$ cat config.mk
export PLATFORM = sky130hd
export DESIGN_NAME = alu_result_stage
export DESIGN_NICKNAME = d
export VERILOG_FILES = /design/src/rtl/alu_result_stage_pkg.sv /design/src/rtl/alu_result_skid.sv /design/src/rtl/alu_result_stage.sv
export SDC_FILE = /design/constraint.sdc
export NUM_CORES = 1
export LEC_CHECK = 0
export BUFFER_PORTS_ARGS = -buffer_cell sky130_fd_sc_hd__buf_2
export CORE_MARGIN = 8
export CORE_UTILIZATION = 28
export CTS_BUF_LIST = sky130_fd_sc_hd__clkbuf_16
export DETAILED_ROUTE_END_ITERATION = 10
export PLACE_DENSITY = 0.55
export RECOVER_POWER = 100
export SETUP_SLACK_MARGIN = 0.1
export SYNTH_ARGS = -nofsm -noshare
export SYNTH_HDL_FRONTEND = slang
export SYNTH_SLANG_ARGS = --single-unit
$ cat constraint.sdc
create_clock -name clk -period 2.4 [get_ports clk]
set_clock_uncertainty 0.15 [all_clocks]
set_input_delay 0.36 -clock clk [delete_from_list [all_inputs] [get_ports clk]]
set_output_delay 0.36 -clock clk [all_outputs]
set_load 0.02 [all_outputs]
$ cat src/rtl/alu_result_stage_pkg.sv
// rtl/alu_result_stage_pkg.sv - shared op codes, flag indices and entry layout for the ALU result stage
package alu_result_stage_pkg;

    localparam logic [2:0] OP_AND = 3'b000;
    localparam logic [2:0] OP_OR  = 3'b001;
    localparam logic [2:0] OP_ADD = 3'b010;
    localparam logic [2:0] OP_SUB = 3'b110;
    localparam logic [2:0] OP_SLT = 3'b111;

    localparam int FLAG_N = 3;
    localparam int FLAG_Z = 2;
    localparam int FLAG_C = 1;
    localparam int FLAG_V = 0;

    localparam int ENTRY_DATA_W = 32;
    localparam int ENTRY_TAG_W  = 5;

    typedef struct packed {
        logic [ENTRY_DATA_W-1:0] data;
        logic [ENTRY_TAG_W-1:0]  tag;
        logic [3:0]              flags;
    } entry_t;

    // Carry and overflow carry no meaning for the bitwise ops.
    function automatic logic is_logic_op(input logic [2:0] op);
        return (op == OP_AND) || (op == OP_OR);
    endfunction

endpackage

$ cat src/rtl/alu_result_skid.sv
// rtl/alu_result_skid.sv - 2-entry valid/ready skid buffer with registered in_ready and flop-driven outputs
module alu_result_skid #(
    parameter int WIDTH = 41
) (
    input  logic             clk,
    input  logic             rst_n,
    input  logic             in_valid,
    output logic             in_ready,
    input  logic [WIDTH-1:0] in_data,
    output logic             out_valid,
    input  logic             out_ready,
    output logic [WIDTH-1:0] out_data
);

    logic [1:0]       count;
    logic [1:0]       count_next;
    logic [WIDTH-1:0] spare;
    logic             push;
    logic             pop;

    assign push = in_valid && in_ready;
    assign pop  = out_valid && out_ready;

    always_comb begin
        count_next = count;
        case ({push, pop})
            2'b10:   count_next = count + 2'd1;
            2'b01:   count_next = count - 2'd1;
            default: count_next = count;
        endcase
    end

    // out_data is the head slot itself; spare holds the second entry.
    always_ff @(posedge clk or negedge rst_n) begin
        if (!rst_n) begin
            count     <= 2'd0;
            in_ready  <= 1'b0;
            out_valid <= 1'b0;
            out_data  <= '0;
            spare     <= '0;
        end else begin
            count     <= count_next;
            in_ready  <= (count_next != 2'd2);
            out_valid <= (count_next != 2'd0);
            if (push && ((count == 2'd0) || ((count == 2'd1) && pop))) begin
                out_data <= in_data;
            end else if (pop && (count == 2'd2)) begin
                out_data <= spare;
            end
            if (push && (count == 2'd1) && !pop) begin
                spare <= in_data;
            end
        end
    end

endmodule

$ cat src/rtl/alu_result_stage.sv
// rtl/alu_result_stage.sv - resolves ALU result/flags, buffers them toward writeback, counts signed overflows
module alu_result_stage
    import alu_result_stage_pkg::*;
#(
    parameter int DATA_W    = 32,
    parameter int TAG_W     = 5,
    parameter int OVF_CNT_W = 8
) (
    input  logic                 clk,
    input  logic                 rst_n,
    input  logic                 in_valid,
    output logic                 in_ready,
    input  logic [2:0]           in_op,
    input  logic [TAG_W-1:0]     in_tag,
    input  logic [DATA_W-1:0]    alu_result,
    input  logic                 alu_cout,
    input  logic                 alu_zero,
    input  logic                 alu_set,
    input  logic                 alu_overflow,
    output logic                 out_valid,
    input  logic                 out_ready,
    output logic [DATA_W-1:0]    out_data,
    output logic [TAG_W-1:0]     out_tag,
    output logic [3:0]           out_flags,
    input  logic                 ovf_clr,
    output logic [OVF_CNT_W-1:0] ovf_count
);

    localparam int ENTRY_W = DATA_W + TAG_W + 4;
    localparam logic [OVF_CNT_W-1:0] OVF_ONE = {{(OVF_CNT_W-1){1'b0}}, 1'b1};

    logic                is_slt;
    logic                logic_op;
    logic                accept;
    logic                ovf_inc;
    logic [DATA_W-1:0]   res;
    logic [3:0]          flags;
    logic [ENTRY_W-1:0]  head;

    // alu_zero describes the adder output, not the selected result, so Z is rebuilt here.
    logic unused_alu_zero;
    assign unused_alu_zero = alu_zero;

    assign is_slt   = (in_op == OP_SLT);
    assign logic_op = is_logic_op(in_op);
    assign accept   = in_valid && in_ready;
    assign ovf_inc  = accept && flags[FLAG_V];

    always_comb begin
        res = is_slt ? {{(DATA_W-1){1'b0}}, alu_set ^ alu_overflow} : alu_result;
        flags         = 4'b0000;
        flags[FLAG_N] = res[DATA_W-1];
        flags[FLAG_Z] = (res == '0);
        flags[FLAG_C] = !logic_op && alu_cout;
        flags[FLAG_V] = !logic_op && alu_overflow;
    end

    always_ff @(posedge clk or negedge rst_n) begin
        if (!rst_n) begin
            ovf_count <= '0;
        end else if (ovf_clr) begin
            ovf_count <= ovf_inc ? OVF_ONE : '0;
        end else if (ovf_inc && (ovf_count != '1)) begin
            ovf_count <= ovf_count + OVF_ONE;
        end
    end

    // Entry layout {data, tag, flags} matches entry_t.
    alu_result_skid #(
        .WIDTH (ENTRY_W)
    ) u_skid (
        .clk       (clk),
        .rst_n     (rst_n),
        .in_valid  (in_valid),
        .in_ready  (in_ready),
        .in_data   ({res, in_tag, flags}),
        .out_valid (out_valid),
        .out_ready (out_ready),
        .out_data  (head)
    );

    assign {out_data, out_tag, out_flags} = head;

endmodule

==> flow_metrics.py, run 1 <==
metrics = {
    "yosys": {
        "yosysTopAreaCell": "dfrtp_1",
        "synth_warnings": 0,
        "netlist_area_mm2": 0.004183,
        "yosysTopAreaCellShare": 0.5504,
        "synth_area_per_cell_um2": 10.03,
        "synth_commonest_cells": "dfrtp_1, nand2_1, o21ai_0",
        "synth_cells": 417,
        "synthesis.nets": 472,
        "synth_cell_type_count": 34,
        "ys_seq_area_frac": 0.5504,
        "synth_seq_cells": 92,
        "async_reset_ff_frac": 1.000,
        "ys.flop_type": "dfrtp_1",
        "yosysMostFrequentCell": "dfrtp_1",
        "synth_edf_count": 0,
        "synth_area_leaders": "dfrtp_1, mux2_2, nand2_1, o21ai_0, a21oi_1",
    },
    "worst_setup_path": {
        "cp.arrival_ps": 2090,
        "critPathBufInv": 0,
        "path_depth": 5,
        "slowest_stage": "or4_1",
        "worstPathRequired_ps": 2520,
        "r2r_cells": 5,
        "worstSetupStartpointType": "register",
        "cp-end-kind": "register",
        "critPathTopFamily": "simple AND/OR/NAND/NOR gates",
        "crit_chain": "ha_1 > and3_1 > a21o_2 > or4_1 > a21oi_1",
        "cpPeakStageDelay_ps": 470,
        "critical_path_class": "register to register",
        "critical_path_peak_fanout": 7,
    },
    "global_route": {
        "antenna_found_initial": 0,
        "grt_pass1_vias": 3408,
        "grt_overflow": 0,
        "grt_pass1_wl_um": 17480,
        "grt_max_degree": 80,
        "track_usage": 0.1124,
    },
    "min_path": {
        "hp-class": "primary input to register",
        "min_path_cells": 3,
    },
    "clock_network": {
        "clock_path_buffers": 2,
        "clock-sinks": 92,
        "cts_tree": "built",
        "clock_latency_ps": 350,
        "cts.repair.resized": 0,
        "clkTransAtPathRegs_ps": 60,
        "cts-root-buf": "clkbuf_16",
        "postCtsSetupRepairBufs": 0,
        "numCtsBuffers": 9,
        "ctsHoldBuffers": 1,
        "htreeDepth": 3,
    },
    "timing": {
        "fmax_mhz": 507.8,
        "maxSlewHeadroom": 0.5005,
        "slew_viol_final": 0,
        "worst_pin_slew_ps": 749.2,
        "setup_viol": 0,
        "timing.final.crit_share": 0.8205,
        "hold_viol": 0,
        "period_needed_ps": 1969,
        "tns_ps": 0,
        "rsz0062_at_grt": "false",
    },
    "floorplan": {
        "core-area_mm2": 0.01459,
        "pin_count": 100,
        "dieArea_mm2": 0.01910,
        "rows": 44,
        "die_w_um": 138.2,
        "chipHeight_um": 138.2,
        "start_util": 0.2867,
    },
    "detailed_routing": {
        "wl_per_cell_um": 15.15,
        "drc": 0,
        "antenna_left": 0,
        "drtIter0Drc": 102,
        "dr_total_vias": 3305,
        "routed_via_density": 4.721,
        "wirelength_um": 10600,
        "firstDrtPassIters": 4,
    },
    "power_and_ir_drop": {
        "p_leak_nw": 2.353,
        "ir_drop_mv": 0.5209,
        "power.density_mw_per_mm2": 1262,
    },
    "final_layout": {
        "nets": 566,
        "drive_above_1_share": 0.2209,
        "area_growth_pct": 22.94,
        "utilization": 0.3525,
        "antennaDiodeCount": 0,
    },
    "status": {
        "status": "finished clean",
    },
    "placement": {
        "hpwlAfterDp_um": 7509,
        "place.port_buffers": 98,
        "place_congestion": 0.7173,
    },
    "flow_run": {
        "max-cap-violations": 0,
    },
}
-- state kept, by name (all words and copies together), names as in the netlist --
| signal | count |
|---|---|
| u_skid.spare | 40 |
| ovf_count | 8 |
| u_skid.out_valid | 1 |
| u_skid.out_data | 40 |
| u_skid.count | 2 |
| u_skid.in_ready | 1 |
-- worst paths after layout --
| check | slack (ps) | from | endpoint |
|---|---|---|---|
| max | 430 | ovf_count[0] | ovf_count[5] |
| min | 80 | in_tag[4] | u_skid.out_data[8] |
| max reg2reg | 430 | ovf_count[0] | ovf_count[5] |
| min reg2reg | 330 | u_skid.spare[29] | u_skid.spare[29] |
| max in group asynchronous | 500 | rst_n | u_skid.out_data[34] |
| min in group asynchronous | 450 | rst_n | u_skid.out_data[33] |
-- power by group --
| part | switching [mW] | internal (mW) | leakage [nW] | total [mW] |
|---|---|---|---|---|
| Clock | 0.593 | 0.802 | 0.147 | 1.40 |
| Combinational | 1.56 | 0.931 | 1.09 | 2.49 |
| Sequential | 0.359 | 2.24 | 1.12 | 2.60 |
-- placed cells by master (no fill, tap or decap), types with 2 or more instances in the layout --
| cell type | n |
|---|---|
| nand3_1 | 5 |
| o21ai_0 | 44 |
| nor2_1 | 38 |
| buf_2 | 46 |
| clkinv_2 | 2 |
| clkinv_4 | 2 |
| dfrtp_1 | 92 |
| nor4_1 | 7 |
| mux2i_1 | 9 |
| nand4_1 | 3 |
| clkbuf_1 | 51 |
| o21a_1 | 2 |
| mux2_2 | 39 |
| clkbuf_2 | 3 |
| o22ai_1 | 2 |
| o31ai_1 | 2 |
| a21oi_1 | 37 |
| inv_1 | 9 |
| or4_1 | 2 |
| buf_12 | 3 |
| nor3_1 | 2 |
| clkbuf_16 | 9 |
| xnor2_1 | 3 |
| buf_4 | 3 |
| nand2_1 | 78 |
| ha_1 | 6 |
-- layout make-up --
| cell class | count | area, µm² |
|---|---|---|
| Fill cell | 1512 | 9447 |
| Multi-Input combinational cell | 292 | 1749 |
| Clock inverter | 7 | 68.82 |
| Timing Repair Buffer | 108 | 536.8 |
| Tap cell | 184 | 230.2 |
| Sequential cell | 92 | 2302 |
| Clock buffer | 9 | 225.2 |
| Inverter | 8 | 30.03 |
-- through the flow --
step           cells  power, mW  hold WS (ps)  instance area (µm²)  worst slack, ps
3_3_place_gp     683      5.165         167.3                 4938            472.5
3_5_place_dp     683      5.293         175.1                 4938            446.8
4_1_cts          700      6.727         63.20                 5243            429.9
2_1_floorplan    417      4.370        -85.59                 4183            436.9
5_1_grt          700      7.028         65.14                 5142            197.6
6_report         700      6.490         77.70                 5142            430.8
-- tightest hold or removal path, stage by stage --
cell and delay, ps:
buf_2 80, nand2_1 40, o21ai_0 50
-- kinds of logic (layout without fill, tap and decap cells) --
| logic type | after synthesis | in the layout | share of synthesized area |
|---|---|---|---|
| compound gates | 93 | 93 | 0.1244 |
| xor+xnor | 4 | 4 | 0.008377 |
| fa+ha+maj | 6 | 6 | 0.01795 |
| buf+inv | 33 | 132 | 0.03171 |
| flops | 92 | 92 | 0.5504 |
| mux | 48 | 48 | 0.1265 |
| simple gates | 141 | 141 | 0.1406 |
-- metal layers --
layer / routed length [µm] / global-route usage
met4: 157 / 0.03776
met2: 5017 / 0.1837
met3: 568 / 0.04007
met1: 4858 / 0.1341
met5: 0 / 0
No activity file was read; power rests on OpenSTA's default activity.
==> run 2, diff against run 1 <==
==> constraint.sdc (replaced) <==
create_clock -name clk -period 2 [get_ports clk]
set_clock_uncertainty 0.15 [all_clocks]
set_input_delay 0.3 -clock clk [delete_from_list [all_inputs] [get_ports clk]]
set_output_delay 0.3 -clock clk [all_outputs]
set_load 0.02 [all_outputs]
==> flow_metrics.py, run 2 (synthesis results as in run 1) <==
metrics = {
    "final_layout": {
        "reg_top3": "u_skid.out_data (40), u_skid.spare (40), ovf_count (8)",
        "nets": 575,
        "final_cell_mix": "dfrtp_1, nand2_1, clkbuf_1, buf_2, o21ai_0",
        "final_common_cell": "dfrtp_1",
        "area_growth_pct": 25.76,
        "fillCellCount": 1487,
        "drive_above_1_share": 0.2381,
        "antennaDiodeCount": 0,
    },
    "global_route": {
        "grt_pass1_vias": 3494,
        "track_usage": 0.1174,
        "grt_pass1_wl_um": 18170,
        "grtUsageMet1": 0.1390,
        "antenna_found_initial": 0,
        "grt_overflow": 0,
        "met3_usage": 0.04897,
        "grt_max_degree": 50,
        "grt_util_met2": 0.1949,
        "grt.busiest_layer": "met2",
    },
    "worst_setup_path": {
        "r2r_cells": 5,
        "worstSetupStartpointType": "register",
        "critPathTopFamily": "simple AND/OR/NAND/NOR gates",
        "critical_path_peak_fanout": 7,
        "critical_path_class": "register to register",
        "cp.arrival_ps": 2020,
        "cpPeakStageDelay_ps": 480,
        "crit_chain": "ha_1 > and3_4 > a21o_1 > or4_1 > a21oi_1",
        "slowest_stage": "or4_1",
        "critPathBufInv": 0,
        "rr_startpoint": "ovf_count[1]",
        "reg2reg_to": "ovf_count[5]",
        "crit_path_end": "ovf_count[5]",
        "cp-end-kind": "register",
        "path_depth": 5,
        "critical_path.startpoint": "ovf_count[1]",
        "worstPathRequired_ps": 2130,
        "rrSetupSlack_ps": 110,
    },
    "power_and_ir_drop": {
        "ir_drop_mv": 0.7159,
        "comb_power_share": 0.400,
        "power_frac_clock": 0.200,
        "p_int_mw": 4.724,
        "p_switching_mw": 3.112,
        "p_leak_nw": 2.394,
        "p_total_mw": 7.836,
        "switching_share": 0.3972,
        "power_frac_seq": 0.400,
        "power.density_mw_per_mm2": 1490,
    },
    "detailed_routing": {
        "drc": 0,
        "wirelength_um": 11380,
        "antenna_left": 0,
        "firstDrtPassIters": 4,
        "dr_total_vias": 3340,
        "drtIter0Drc": 121,
        "wl_per_cell_um": 16.05,
        "routed_via_density": 4.711,
    },
    "clock_network": {
        "clkTransAtPathRegs_ps": 70,
        "htreeDepth": 3,
        "numCtsBuffers": 9,
        "clock_latency_ps": 350,
        "cts-root-buf": "clkbuf_16",
        "clock-sinks": 92,
        "cts_tree": "built",
        "clock_path_buffers": 2,
    },
    "min_path": {
        "worstHoldStart": "in_tag[2]",
        "hp-class": "primary input to register",
    },
    "floorplan": {
        "die_w_um": 138.2,
        "rows": 44,
        "pin_count": 100,
        "core-area_mm2": 0.01459,
        "start_util": 0.2867,
        "dieArea_mm2": 0.01910,
        "chipHeight_um": 138.2,
    },
    "timing": {
        "maxSlewHeadroom": 0.5304,
        "whs_ps": 19.31,
        "worst_pin_slew_ps": 704.4,
        "fin_ws_ps": 107.0,
        "timing.final.crit_share": 0.9465,
        "tns_ps": 0,
        "fmax_mhz": 528.3,
        "hold_viol": 0,
        "slew_viol_final": 0,
        "rsz0062_at_grt": "true",
        "period_needed_ps": 1893,
        "setup_viol": 0,
    },
    "placement": {
        "hpwlAfterDp_um": 7974,
        "dp_slack_ps": 80.59,
        "place_congestion": 0.7254,
        "place.port_buffers": 98,
    },
    "flow_run": {
        "max-cap-violations": 0,
    },
    "status": {
        "status": "finished clean",
    },
}
-- run 2: worst register-to-register path, delay by kind of cell, from the launching register on --
kind / cells / cell delay, ps
compound gates: 2 / 380
simple gates: 2 / 660
fa+ha+maj: 1 / 210
flops: 1 / 420
-- run 2: worst min-delay path by stage --
stage / to / depth (start not counted) / slack (ps)
2_1_floorplan: ovf_count[0] / 0 / -150
3_3_place_gp: u_skid.out_data[33] / 1 / 90
3_5_place_dp: u_skid.spare[33] / 1 / 90
4_1_cts: u_skid.out_data[6] / 3 / 6
5_1_grt: u_skid.out_data[7] / 3 / 10
6_report: u_skid.out_data[6] / 3 / 20
-- run 2: timing repair --
item,CTS,global route
pin swaps,0,1
setup buffers,1,3
resized for setup,1,4
gates cloned,0,2
hold buffers,1,0
endpoints found under the hold margin,25,0
setup endpoints to repair,2,25
-- run 2: final cells by class --
| cell class | count | area, µm² | area share |
|---|---|---|---|
| timing repair buffer | 117 | 646.9 | 0.1230 |
| multi-input combinational | 292 | 1778 | 0.3380 |
| tap | 184 | 230.2 | 0.04377 |
| clock inverter | 7 | 45.04 | 0.008563 |
| sequential | 92 | 2305 | 0.4382 |
| inverter | 8 | 30.03 | 0.005709 |
| clock buffer | 9 | 225.2 | 0.04282 |
-- run 2: metal layers --
metal  up-vias  share of wire
li1       1644              -
met1      1613           0.45
met2        74           0.48
met3         9          0.056
met4         0         0.0076
met5         -              0
-- run 2: power groups by stage --
stage / Clock [mW] / Sequential [mW] / Combinational [mW]
global route: 1.70 / 3.26 / 3.51
finish: 1.56 / 3.14 / 3.14
detailed placement: 0 / 3.16 / 3.27
CTS: 1.62 / 3.13 / 3.30
floorplan: 0 / 3.60 / 1.65
global placement: 0 / 3.10 / 3.17
-- run 2: stage by stage --
stage	area, µm²	std cells	utilization
global route	5260	709	0.3605
detailed placement	4966	686	0.3404
CTS	5261	704	0.3606
global placement	4966	686	0.3404
finish	5260	709	0.3605
floorplan	4188	417	-
